$ cat config.mk
export PLATFORM = sky130hd
export DESIGN_NAME = uart_tx_arbiter
export DESIGN_NICKNAME = d
export VERILOG_FILES = /design/src/rtl/uart_pkg.sv /design/src/rtl/rr_pick.sv /design/src/rtl/uart_tx_arbiter.sv
export SDC_FILE = /design/constraint.sdc
export NUM_CORES = 1
export LEC_CHECK = 0
export BUFFER_PORTS_ARGS = -buffer_cell sky130_fd_sc_hd__buf_2
export CAP_MARGIN = 10
export CORE_ASPECT_RATIO = 0.5
export CORE_MARGIN = 1
export CORE_UTILIZATION = 54
export DETAILED_ROUTE_END_ITERATION = 10
export PLACE_DENSITY_LB_ADDON = 0.12
export SLEW_MARGIN = 25
export SYNTH_ARGS = -nofsm -noshare
export SYNTH_HDL_FRONTEND = slang
export SYNTH_SLANG_ARGS = --single-unit
$ cat constraint.sdc
create_clock -name clk -period 4.27 [get_ports clk]
set_input_delay 0.2135 -clock clk [delete_from_list [all_inputs] [get_ports clk]]
set_output_delay 0.2135 -clock clk [all_outputs]
set_load 0.02 [all_outputs]
$ cat src/rtl/uart_pkg.sv
// Shared definitions for the UART transmit arbiter.
//   - default sizing constants (requesters, byte width, start timeout)
//   - FSM state encoding used by uart_tx_arbiter
package uart_pkg;

  localparam int NUM_REQ       = 4;
  localparam int DATA_W        = 8;
  localparam int START_TIMEOUT = 16;

  typedef enum logic [1:0] {
    ST_IDLE      = 2'd0,
    ST_START     = 2'd1,
    ST_WAIT_BUSY = 2'd2,
    ST_WAIT_DONE = 2'd3
  } state_t;

endpackage

$ cat src/rtl/rr_pick.sv
// Combinational round-robin picker.
//   req      : request vector
//   last_id  : index served last; search starts at last_id+1 and wraps
//   pick_gnt : one-hot winner (all zero when no request)
//   pick_idx : winner index
//   pick_vld : at least one request present
module rr_pick
  import uart_pkg::*;
#(
  parameter int NUM_REQ = uart_pkg::NUM_REQ,
  parameter int IDX_W   = $clog2(NUM_REQ)
) (
  input  logic [NUM_REQ-1:0] req,
  input  logic [IDX_W-1:0]   last_id,
  output logic [NUM_REQ-1:0] pick_gnt,
  output logic [IDX_W-1:0]   pick_idx,
  output logic               pick_vld
);

  always_comb begin
    int j;
    logic [IDX_W-1:0] cand;
    j        = 0;
    cand     = '0;
    pick_gnt = '0;
    pick_idx = '0;
    pick_vld = 1'b0;
    // Walk the ring once starting just after last_id; first hit wins.
    for (int k = 1; k <= NUM_REQ; k++) begin
      j    = (int'(last_id) + k) % NUM_REQ;
      cand = IDX_W'(j);
      if (!pick_vld && req[cand]) begin
        pick_vld       = 1'b1;
        pick_idx       = cand;
        pick_gnt[cand] = 1'b1;
      end
    end
  end

endmodule

$ cat src/rtl/uart_tx_arbiter.sv
// Round-robin arbiter sharing one UART transmitter among NUM_REQ requesters.
//   clk, rst        : system clock, synchronous active-high reset
//   req, req_data   : per-requester level request and byte (slice i)
//   grant           : one-hot one-cycle pulse when a byte is accepted
//   tx_start        : one-cycle start pulse to the transmitter
//   tx_data         : byte presented to the transmitter
//   tx_busy,tx_done : transmitter busy level and completion pulse
//   busy            : arbiter not idle
//   done, done_id   : completion pulse and index of the finished requester
//   timeout_err     : transmitter never raised busy after tx_start
module uart_tx_arbiter
  import uart_pkg::*;
#(
  parameter int NUM_REQ       = uart_pkg::NUM_REQ,
  parameter int DATA_W        = uart_pkg::DATA_W,
  parameter int START_TIMEOUT = uart_pkg::START_TIMEOUT
) (
  input  logic                        clk,
  input  logic                        rst,
  input  logic [NUM_REQ-1:0]          req,
  input  logic [NUM_REQ*DATA_W-1:0]   req_data,
  output logic [NUM_REQ-1:0]          grant,
  output logic                        tx_start,
  output logic [DATA_W-1:0]           tx_data,
  input  logic                        tx_busy,
  input  logic                        tx_done,
  output logic                        busy,
  output logic                        done,
  output logic [$clog2(NUM_REQ)-1:0]  done_id,
  output logic                        timeout_err
);

  localparam int IDX_W = $clog2(NUM_REQ);
  localparam int CNT_W = $clog2(START_TIMEOUT + 1);
  localparam logic [CNT_W-1:0] CNT_MAX  = CNT_W'(START_TIMEOUT);
  localparam logic [CNT_W-1:0] CNT_LAST = CNT_W'(START_TIMEOUT - 1);

  state_t             state, state_nxt;
  logic [IDX_W-1:0]   last_id, gnt_id, pick_idx;
  logic [NUM_REQ-1:0] pick_gnt;
  logic               pick_vld;
  logic [CNT_W-1:0]   to_cnt;
  logic               xfer_end, to_hit;

  rr_pick #(.NUM_REQ(NUM_REQ), .IDX_W(IDX_W)) u_pick (
    .req      (req),
    .last_id  (last_id),
    .pick_gnt (pick_gnt),
    .pick_idx (pick_idx),
    .pick_vld (pick_vld)
  );

  // tx_done wins over the timeout, and busy/done are only heard while waiting.
  assign xfer_end = tx_done && (state == ST_WAIT_BUSY || state == ST_WAIT_DONE);
  // The edge on which the counter would reach START_TIMEOUT ends the wait.
  assign to_hit   = (state == ST_WAIT_BUSY) && !tx_done && !tx_busy && (to_cnt == CNT_LAST);

  // State register
  always_ff @(posedge clk) begin
    if (rst) state <= ST_IDLE;
    else     state <= state_nxt;
  end

  // Next-state logic
  always_comb begin
    state_nxt = state;
    unique case (state)
      ST_IDLE:      if (pick_vld) state_nxt = ST_START;
      ST_START:     state_nxt = ST_WAIT_BUSY;
      ST_WAIT_BUSY: begin
        if (tx_done)      state_nxt = ST_IDLE;
        else if (tx_busy) state_nxt = ST_WAIT_DONE;
        else if (to_hit)  state_nxt = ST_IDLE;
      end
      ST_WAIT_DONE: if (tx_done) state_nxt = ST_IDLE;
      default:      state_nxt = ST_IDLE;
    endcase
  end

  // State-decoded outputs
  always_comb begin
    busy = (state != ST_IDLE);
  end

  // Registered pulses, latched byte, counter and priority pointer.
  // tx_start is registered off START so it lands two clocks after req.
  always_ff @(posedge clk) begin
    if (rst) begin
      grant       <= '0;
      tx_start    <= 1'b0;
      tx_data     <= '0;
      done        <= 1'b0;
      done_id     <= '0;
      timeout_err <= 1'b0;
      to_cnt      <= '0;
      gnt_id      <= '0;
      last_id     <= IDX_W'(NUM_REQ - 1);
    end else begin
      grant       <= '0;
      tx_start    <= 1'b0;
      done        <= 1'b0;
      timeout_err <= 1'b0;

      if (state == ST_IDLE && pick_vld) begin
        grant   <= pick_gnt;
        gnt_id  <= pick_idx;
        tx_data <= req_data[int'(pick_idx)*DATA_W +: DATA_W];
      end

      if (state == ST_START) begin
        tx_start <= 1'b1;
        to_cnt   <= '0;
      end

      if (state == ST_WAIT_BUSY && !tx_done && !tx_busy && to_cnt != CNT_MAX)
        to_cnt <= to_cnt + 1'b1;

      if (xfer_end) begin
        done    <= 1'b1;
        done_id <= gnt_id;
        last_id <= gnt_id;
      end else if (to_hit) begin
        // Timed-out requester drops to lowest priority.
        timeout_err <= 1'b1;
        last_id     <= gnt_id;
      end
    end
  end

endmodule

==> impl_metrics.py <==
metrics = {
    "outcome": {
        "status": "finished clean",
    },
    "clocking": {
        "cts_tree": "done",
        "clk_path_buf_depth": 2,
        "cts_max_level": 1,
        "post-cts-setup-buffers": 0,
        "clkLatencyLatePin_ns": 0.28,
        "root_buffer": "clkbuf_8",
        "clk_pin_slew_ns": 0.09,
        "cts_hold_buf": 0,
        "cts-buffers-inserted": 3,
        "ctsResizeCount": 0,
        "clkSinkCount": 28,
    },
    "placed_design": {
        "portBuffers": 57,
        "gp_congestion": 0.8948,
        "hpwl_um": 4080,
    },
    "synthesis": {
        "synth_warnings": 0,
        "synth_seq_area_share_pct": 24.78,
        "synthArstFlopShare_pct": 0,
        "synth.cell_area_mm2": 0.002262,
        "synth_nets": 322,
        "synthFlopType": "dfxtp_1",
        "netlist-cell-type-count": 48,
        "syn_inst": 271,
        "syn_avg_cell_area_um2": 8.347,
        "synth-edff-count": 0,
        "ys_seq_elements": 28,
    },
    "floorplanning": {
        "chipWidth_um": 93.54,
        "rows": 16,
        "start_util_pct": 57.07,
        "core-area_mm2": 0.003964,
        "ios": 58,
        "die_h_um": 47.77,
        "die_area_mm2": 0.004468,
    },
    "final_layout": {
        "drive_gt1_share_pct": 27.30,
        "nets": 367,
        "area_delta_synth_final_pct": 14.27,
        "n_antenna_cell": 0,
        "multi_input_area_mm2": 0.001520,
        "regArea_um2": 561.8,
        "final.fill_count": 357,
        "finish.utilization_pct": 65.21,
    },
    "worst_setup_path": {
        "crit_arrival_ns": 3.79,
        "crit_type": "flop to flop",
        "critPathCaptureType": "flop",
        "crit_path_start_kind": "flop",
        "required_ns": 4.47,
        "crit_fanout": 23,
    },
    "timing": {
        "relSlewSlack_pct": 51.69,
        "rsz0062_at_grt": "false",
        "hold_viol_final": 0,
        "tns_ns": 0,
        "fin_crit_sh_pct": 84.09,
        "tightest_slew_ns": 0.7229,
        "setup-violations-final": 0,
        "clock_skew_ns": 0.001375,
        "fmax_ghz": 0.2785,
        "slew_viol_final": 0,
        "period_needed_ns": 3.591,
    },
    "grt": {
        "grt_util_met1_pct": 35.23,
        "met3_usage_pct": 3.810,
        "overflow": 0,
        "grt_pass1_vias": 1847,
        "busiest_layer": "met2",
        "grt_pass1_wl_um": 8583,
        "grt_max_degree": 55,
        "track_usage_pct": 25.15,
        "antenna_found_initial": 0,
        "grtUsageMet2_pct": 42.35,
    },
    "routing": {
        "wire_per_inst_um": 15.17,
        "wl_um": 5596,
        "vias_per_cell": 6.108,
        "dr.pass1.iters": 4,
        "drt_iter0_drc": 93,
        "vias": 2254,
        "drc_errors": 0,
        "antenna_left": 0,
    },
    "pwr": {
        "combPwrFrac_pct": 46.9,
        "clock_power_share_pct": 21.0,
        "seq_power_share_pct": 32.1,
        "power_leakage_uw": 0.001055,
        "pwr_density_cell_mw_per_mm2": 386.1,
        "peakVddDrop_uv": 142.1,
        "p_int_uw": 608.0,
        "switching_power_uw": 390.2,
        "swShare_pct": 39.09,
    },
    "worst_hold_path": {
        "hold_class": "input port to flop",
    },
    "job": {
        "drv_cap": 0,
    },
}
-- placed cells by master (no fill, tap or decap), drive strengths merged, types with 2 or more instances in the layout --
master and n:
or2 2, dfxtp 28, mux2i 17, a211o 2, buf 64, nor2 23, ha 11, clkbuf 3
nor2b 4, a21oi 29, o21ai 7, o211ai 2, a221oi 14, or3 13, nor4 2, a221o 4
nor3b 2, inv 6, a211oi 8, mux2 3, nor3 20, nand2b 3, o31ai 13, nand2 18
mux4 2
-- flip-flops by register name, summed over array words and instances, names as in the netlist --
name / count
tx_data: 8
grant: 4
done_id: 2
done: 1
timeout_err: 1
to_cnt: 5
tx_start: 1
state: 2
last_id: 2
gnt_id: 2
-- critical path, stage by stage (launching register included) --
cell and delay (ns):
dfxtp_1 0.63, inv_1 0.22, ha_1 0.52, mux2i_1 0.41
nand2_1 0.15, nand2_1 0.58, a21oi_1 0.14, a221oi_1 0.45
mux2i_1 0.17, a211oi_1 0.24
-- logic make-up (layout without fill, tap and decap cells) --
logic type      Yosys count  in the layout  synth area share [%]
compound gates           88             88                 28.98
fa+ha+maj                11             11                 6.084
buf+inv                  31             75                 8.020
flops                    28             28                 24.78
mux                      22             22                 11.56
simple gates             91             91                 20.57
-- worst paths after layout --
check	from	endpoint	slack, ns	cells past startpoint
setup reg to reg	last_id[1]$_SDFFE_PP1P_	tx_data[7]$_SDFFE_PP0P_	0.68	9
hold / removal	tx_done	done$_SDFF_PP0_	0.23	3
hold reg to reg	done_id[1]$_SDFFE_PP0P_	done_id[1]$_SDFFE_PP0P_	0.47	2
setup / recovery	last_id[1]$_SDFFE_PP1P_	tx_data[7]$_SDFFE_PP0P_	0.68	9
-- cells in the mapped netlist (all sizes together), types with 2 or more instances --
| cell type | instances | area, um2 |
|---|---|---|
| a21oi | 29 | 148.9 |
| dfxtp | 28 | 560.5 |
| nor2 | 23 | 102.6 |
| nor3 | 20 | 105.1 |
| nand2 | 18 | 67.56 |
| mux2i | 17 | 182.7 |
| a221oi | 14 | 135.1 |
| buf | 14 | 116.4 |
| o31ai | 13 | 97.59 |
| or3 | 13 | 81.33 |
| ha | 11 | 137.6 |
| clkbuf | 10 | 38.78 |
| a211oi | 8 | 60.06 |
| o21ai | 7 | 38.79 |
| inv | 6 | 22.52 |
| a221o | 4 | 40.04 |
| nor2b | 4 | 25.02 |
| mux2 | 3 | 33.78 |
| nand2b | 3 | 18.77 |
| a211o | 2 | 17.52 |
| mux4 | 2 | 45.04 |
| nor3b | 2 | 15.01 |
| nor4 | 2 | 12.51 |
| o211ai | 2 | 15.01 |
| or2 | 2 | 12.51 |
-- area by class of cell --
class	instances	share of cell area (%)
clock buffers	3	1.597
repair buffers	64	13.07
inverters	7	1.016
clock inverters	1	1.162
multi-input cells	212	58.81
flip-flops and latches	28	21.73
well taps	54	2.614
-- metal layers --
layer	part of all wire (%)	vias up	wire length [um]
li1	-	1113	-
met1	50	1052	2787
met2	44	84	2450
met3	5.7	5	317
met4	0.73	0	41
met5	0	-	0
-- metrics by stage --
step	hold WS (ns)	cells	total power [uW]	setup slack [ns]	instance area [um2]
2_1_floorplan	0.3774	271	683.2	1.132	2262
3_3_place_gp	0.4483	365	776.6	1.009	2514
3_5_place_dp	0.4572	365	789.6	0.7886	2514
4_1_cts	0.2318	369	998.1	0.7549	2585
5_1_grt	0.2401	369	1052	0.4189	2585
6_report	0.2335	369	998.2	0.6793	2585
-- power groups by stage --
stage / clock network (uW) / registers (uW) / logic (uW)
3_5_place_dp: 0 / 326 / 463
4_1_cts: 213 / 321 / 464
5_1_grt: 221 / 326 / 505
6_report: 210 / 321 / 468
2_1_floorplan: 0 / 356 / 327
3_3_place_gp: 0 / 325 / 451
Note: power is estimated with default switching activity, not from simulation.
